**config.mk**
```make
export PLATFORM = sky130hd
export DESIGN_NAME = uart_tx_arbiter
export DESIGN_NICKNAME = d
export VERILOG_FILES = /design/src/rtl/uart_tx_arbiter.sv
export SDC_FILE = /design/constraint.sdc
export NUM_CORES = 1
export LEC_CHECK = 0
export BUFFER_PORTS_ARGS = -buffer_cell sky130_fd_sc_hd__clkbuf_2
export CORE_MARGIN = 2
export CORE_UTILIZATION = 53
export CTS_CLUSTER_DIAMETER = 150
export CTS_CLUSTER_SIZE = 40
export DETAILED_ROUTE_END_ITERATION = 16
export PLACE_DENSITY_LB_ADDON = 0.05
export SYNTH_ARGS = -nofsm -noshare
export SYNTH_HDL_FRONTEND = slang
export SYNTH_SLANG_ARGS = --single-unit
```
**constraint.sdc**
```tcl
create_clock -name clk_16mhz -period 2.8 [get_ports clk_16mhz]
set_input_delay 0.84 -clock clk_16mhz [delete_from_list [all_inputs] [get_ports clk_16mhz]]
set_output_delay 0.84 -clock clk_16mhz [all_outputs]
set_load 0.02 [all_outputs]
```
**src/rtl/uart_tx_arbiter.sv**
```systemverilog
// uart_tx_arbiter: round-robin arbiter feeding per-requester byte FIFOs into one UART transmitter.
module uart_tx_arbiter #(
  parameter int NUM_REQ        = 2,
  parameter int DATA_WIDTH     = 8,
  parameter int FIFO_DEPTH     = 4,
  parameter int TIMEOUT_CYCLES = 65535
) (
  input  logic                                             clk_16mhz,
  input  logic                                             rstn,
  input  logic [NUM_REQ-1:0]                               req_valid,
  input  logic [NUM_REQ*DATA_WIDTH-1:0]                    req_data,
  output logic [NUM_REQ-1:0]                               req_ready,
  output logic [DATA_WIDTH-1:0]                            tx_data,
  output logic                                             tx_en,
  input  logic                                             tx_done,
  output logic                                             busy,
  output logic [((NUM_REQ > 1) ? $clog2(NUM_REQ) : 1)-1:0] grant_id,
  output logic                                             timeout_err,
  input  logic                                             err_clr
);
  localparam int GW = (NUM_REQ > 1) ? $clog2(NUM_REQ) : 1;
  localparam int PW = $clog2(FIFO_DEPTH);
  localparam int CW = PW + 1;
  localparam int TW = $clog2(TIMEOUT_CYCLES + 1);

  typedef enum logic [1:0] {IDLE, LAUNCH, BUSY} state_t;

  state_t                state;
  logic [DATA_WIDTH-1:0] mem [NUM_REQ][FIFO_DEPTH];
  logic [PW-1:0]         wptr [NUM_REQ];
  logic [PW-1:0]         rptr [NUM_REQ];
  logic [CW-1:0]         cnt [NUM_REQ];
  logic [NUM_REQ-1:0]    push;
  logic [NUM_REQ-1:0]    pop;
  logic [GW-1:0]         sel;
  logic [GW-1:0]         last_grant;
  logic                  any;
  logic [TW-1:0]         tcnt;
  int                    best;

  // Winner is the non-empty FIFO closest after last_grant in circular order.
  always_comb begin
    best = NUM_REQ;
    sel  = '0;
    any  = 1'b0;
    for (int i = 0; i < NUM_REQ; i++) begin
      req_ready[i] = cnt[i] != CW'(FIFO_DEPTH);
      push[i]      = req_valid[i] & req_ready[i];
      if (cnt[i] != '0 && (i + 2*NUM_REQ - 1 - int'(last_grant)) % NUM_REQ < best) begin
        best = (i + 2*NUM_REQ - 1 - int'(last_grant)) % NUM_REQ;
        sel  = GW'(i);
        any  = 1'b1;
      end
    end
    for (int i = 0; i < NUM_REQ; i++)
      pop[i] = state == IDLE && any && sel == GW'(i);
  end

  always_ff @(posedge clk_16mhz)
    for (int i = 0; i < NUM_REQ; i++)
      if (push[i]) mem[i][wptr[i]] <= req_data[i*DATA_WIDTH +: DATA_WIDTH];

  always_ff @(posedge clk_16mhz or negedge rstn)
    if (!rstn) begin
      for (int i = 0; i < NUM_REQ; i++) begin
        wptr[i] <= '0;
        rptr[i] <= '0;
        cnt[i]  <= '0;
      end
    end else begin
      for (int i = 0; i < NUM_REQ; i++) begin
        wptr[i] <= wptr[i] + PW'(push[i]);
        rptr[i] <= rptr[i] + PW'(pop[i]);
        cnt[i]  <= cnt[i] + CW'(push[i]) - CW'(pop[i]);
      end
    end

  // A timeout set is written after err_clr so the set wins.
  always_ff @(posedge clk_16mhz or negedge rstn)
    if (!rstn) begin
      state       <= IDLE;
      tx_en       <= 1'b0;
      tx_data     <= '0;
      busy        <= 1'b0;
      grant_id    <= '0;
      last_grant  <= GW'(NUM_REQ - 1);
      timeout_err <= 1'b0;
      tcnt        <= '0;
    end else begin
      tx_en <= 1'b0;
      if (err_clr) timeout_err <= 1'b0;
      case (state)
        IDLE: if (any) begin
          state      <= LAUNCH;
          tx_en      <= 1'b1;
          busy       <= 1'b1;
          tx_data    <= mem[sel][rptr[sel]];
          grant_id   <= sel;
          last_grant <= sel;
        end
        LAUNCH: begin
          state <= BUSY;
          tcnt  <= '0;
        end
        BUSY: if (tx_done) begin
          state <= IDLE;
          busy  <= 1'b0;
        end else if (tcnt == TW'(TIMEOUT_CYCLES - 1)) begin
          state       <= IDLE;
          busy        <= 1'b0;
          timeout_err <= 1'b1;
        end else begin
          tcnt <= tcnt + 1'b1;
        end
        default: state <= IDLE;
      endcase
    end
endmodule

```
==> results by group <==
Floorplanning
  – Row count: 33
  – Height of the die: 96.4 um
  – DIE AREA: 0.00930 mm2
  – Die Wd: 96.4 um
  – Core area: 0.00826 mm2
  – IO Pins: 36
  – Starting density of the core: 0.548

Timing
  – Post-layout min period: ~2.5 ns
  – Final critical-path share of the clock period: 0.905
  – Final setup TNS: 0 ns
  – Slew headroom: 0.532
  – F_max: 0.395 GHz
  – Worst Skew: 0.0143 ns
  – Fin. max-slew vios: 0
  – Setup violators final: 0
  – WHS: between 0.4 and 0.5 ns
  – Final WS setup: ~0.27 ns
  – Hold Fails Final Rpt: 0
  – Least-Margin Pin Slew: roughly 0.70 ns
  – RSZ-0062 raised after global routing: no

Flow run
  – Max_cap viols: 0

Min path
  – Hold path cells: 1
  – Hold_sp: tcnt[8]
  – WHS Endpoint: tcnt[8]
  – Hold Crit Class: flop to flop

Global route
  – GR Overflow Total: 0
  – Vias in the first global route: 2465
  – First-pass GRT wire length: 12600 um
  – Total GRT Usage: 0.186
  – Largest net degree at the start of global routing: 46
  – Antenna violations before repair: 0

Route
  – DRC: 0
  – First DRT Iteration DRCs: 60
  – Routed len/inst: 16.7 um
  – Routed Antenna Nets: 0
  – WL final: between 7000 and 8000 um
  – Pre-antenna DRT Iters: 4
  – Vias per cell: 5.44
  – Via Count: 2499

Clock tree
  – Hold-fix buffers, CTS: 0
  – CTS Root Cell: clkbuf_8
  – Post-CTS Setup Inserts: 0
  – Clk_lat worst skew: about 0.37 ns
  – CTS max path bufs: 2
  – Worst-path clk slew: 0.12 ns
  – H-tree Lvls: 3
  – Clock Sinks: 109
  – Num CTS Buffers: 9
  – CTS tree: done
  – Post-CTS Resized: 0

Critical path
  – CP startpoint kind: flop
  – CP Max Fanout: 5
  – Crit path kind: flop to flop
  – CP arrival: 2.84 ns
  – Reg2reg setup slack: 0.27 ns
  – Critical path required time: 3.11 ns
  – R2R Path End: cnt[2]
  – Endpoint type of the worst setup path: flop
  – Reg2reg start: cnt[4]
  – R2R cell count: 9

Power and ir drop
  – Sw power: 1.83 mW
  – Flop pwr share: 0.496
  – Total power per unit cell area: 1010 mW/mm2
  – Int Pwr: 3.28 mW
  – Fraction of power spent switching nets: 0.358
  – Peak VDD IR: 0.000502 V
  – Clock Power Share: 0.188
  – Pleak: 1.98 nW
  – Combinational Power Share: 0.316

Yosys
  – YS warnings: 0
  – Synth Register Bits: 109
  – Post-Synthesis Net Count: 336
  – Synth cell types: 45
  – Post-Synthesis Cell Area: 0.00453 mm2
  – Ys async rst share: 0.413
  – Register area share after synthesis: 0.674
  – Syn_area_per_cell: 14.8 um2
  – Synth Instances: 306
  – Post-synth EDFFs: 64
  – Top FF cell, synth: edfxtp_1

Finish
  – Most frequent cells in the layout: 64 x edfxtp_1, 44 x dfrtp_1, 35 x clkbuf_2
  – Area grow syn2layout: 11.5%
  – # diodes: 0
  – Layout Utilization: 0.611
  – Most common cell after layout, fill and taps aside: edfxtp_1
  – Layout cells sized above 1: 0.229
  – Final #Nets: between 300 and 400

Place
  – Post-DP HPWL: 5410 um
  – PortBufs: 35
  – Setup Slack @ Placement: 0.269 ns
  – Routability cong.: 0.771

Status
  – Status: complete, no violations
## synthesized netlist by cell type (5+ instances only)
library cell,instances,area [um2]
edfxtp_1,64,1920
mux2i_1,13,130
mux4_2,16,360
nor2_1,27,101
inv_1,12,45.0
a21oi_1,10,50.1
ha_1,6,75.1
nor3_1,5,25.0
clkbuf_1,5,18.8
nand4_1,5,31.3
nand3_1,9,45.0
dfrtp_1,44,1100
nand2_1,28,105
xnor2_1,8,70.1
## cell families (layout without fill, tap and decap cells)
| group | count (synthesis) | in the layout | share of synthesized area |
|---|---|---|---|
| XOR/XNOR | 12 | 12 | 0.0232 |
| flip-flops | 109 | 109 | 0.674 |
| adder cells (fa/ha/maj) | 8 | 8 | 0.0254 |
| AO/OA/AOI/OAI | 36 | 36 | 0.0547 |
| buffers and inverters | 23 | 71 | 0.0216 |
| multiplexers | 29 | 29 | 0.108 |
| AND/OR/NAND/NOR | 89 | 89 | 0.0931 |
## routing by layer
metal	part of all wire	GRT usage	vias up	wire [um]
li1	-	-	1223	-
met1	0.48	0.267	1236	3700
met2	0.48	0.287	33	3680
met3	0.029	0.0489	7	219
met4	0.0098	0.0493	0	75
met5	0	0	-	0
## state kept, by name, summed over array words and instances, names as in the netlist, 2 cells and up
name and cells:
mem 64, rptr 4, state 2, wptr 4, tcnt 16, tx_data 8, cnt 6
## metrics by stage
stage	total power, mW	area (um2)	instances
floorplan	3.70	4530	306
global placement	4.19	4840	443
detailed placement	4.23	4840	443
CTS	5.19	5050	459
global route	5.47	5050	459
finish	5.10	5050	459
## area by class of cell
cell class | instances | area, um2
Tap cell | 105 | 131
Multi-Input combinational cell | 174 | 1380
Inverter | 12 | 45.0
Clock inverter | 7 | 82.6
Clock buffer | 9 | 124
Fill cell | 632 | 3210
Sequential cell | 109 | 3050
Timing Repair Buffer | 43 | 235
## worst max-delay path, cell delays in order, from the launching register on
cell and delay, ns:
dfrtp_1 0.41, or3_1 0.45, a21o_1 0.22, or3_1 0.38, nand2_1 0.10, nand2_1 0.05, ha_1 0.19, fa_1 0.38
xnor2_1 0.17, xnor2_1 0.13
## how the worst max path moves through the flow
stage | start | end | slack, ns | depth (start not counted)
floorplan | cnt[4] | cnt[2] | 0.20 | 10
global placement | cnt[4] | cnt[2] | 0.32 | 9
detailed placement | cnt[4] | cnt[2] | 0.27 | 9
CTS | cnt[4] | cnt[2] | 0.25 | 9
global route | cnt[4] | cnt[2] | 0.12 | 9
finish | cnt[4] | cnt[2] | 0.27 | 9
## power by group through the flow
stage / Sequential [mW] / Clock (mW) / Combinational, mW
2_1_floorplan: 2.45 / 0 / 1.26
3_3_place_gp: 2.57 / 0 / 1.62
3_5_place_dp: 2.58 / 0 / 1.65
4_1_cts: 2.54 / 0.986 / 1.66
5_1_grt: 2.60 / 1.05 / 1.81
6_report: 2.53 / 0.959 / 1.61
Note: power is estimated with default switching activity, not from simulation.
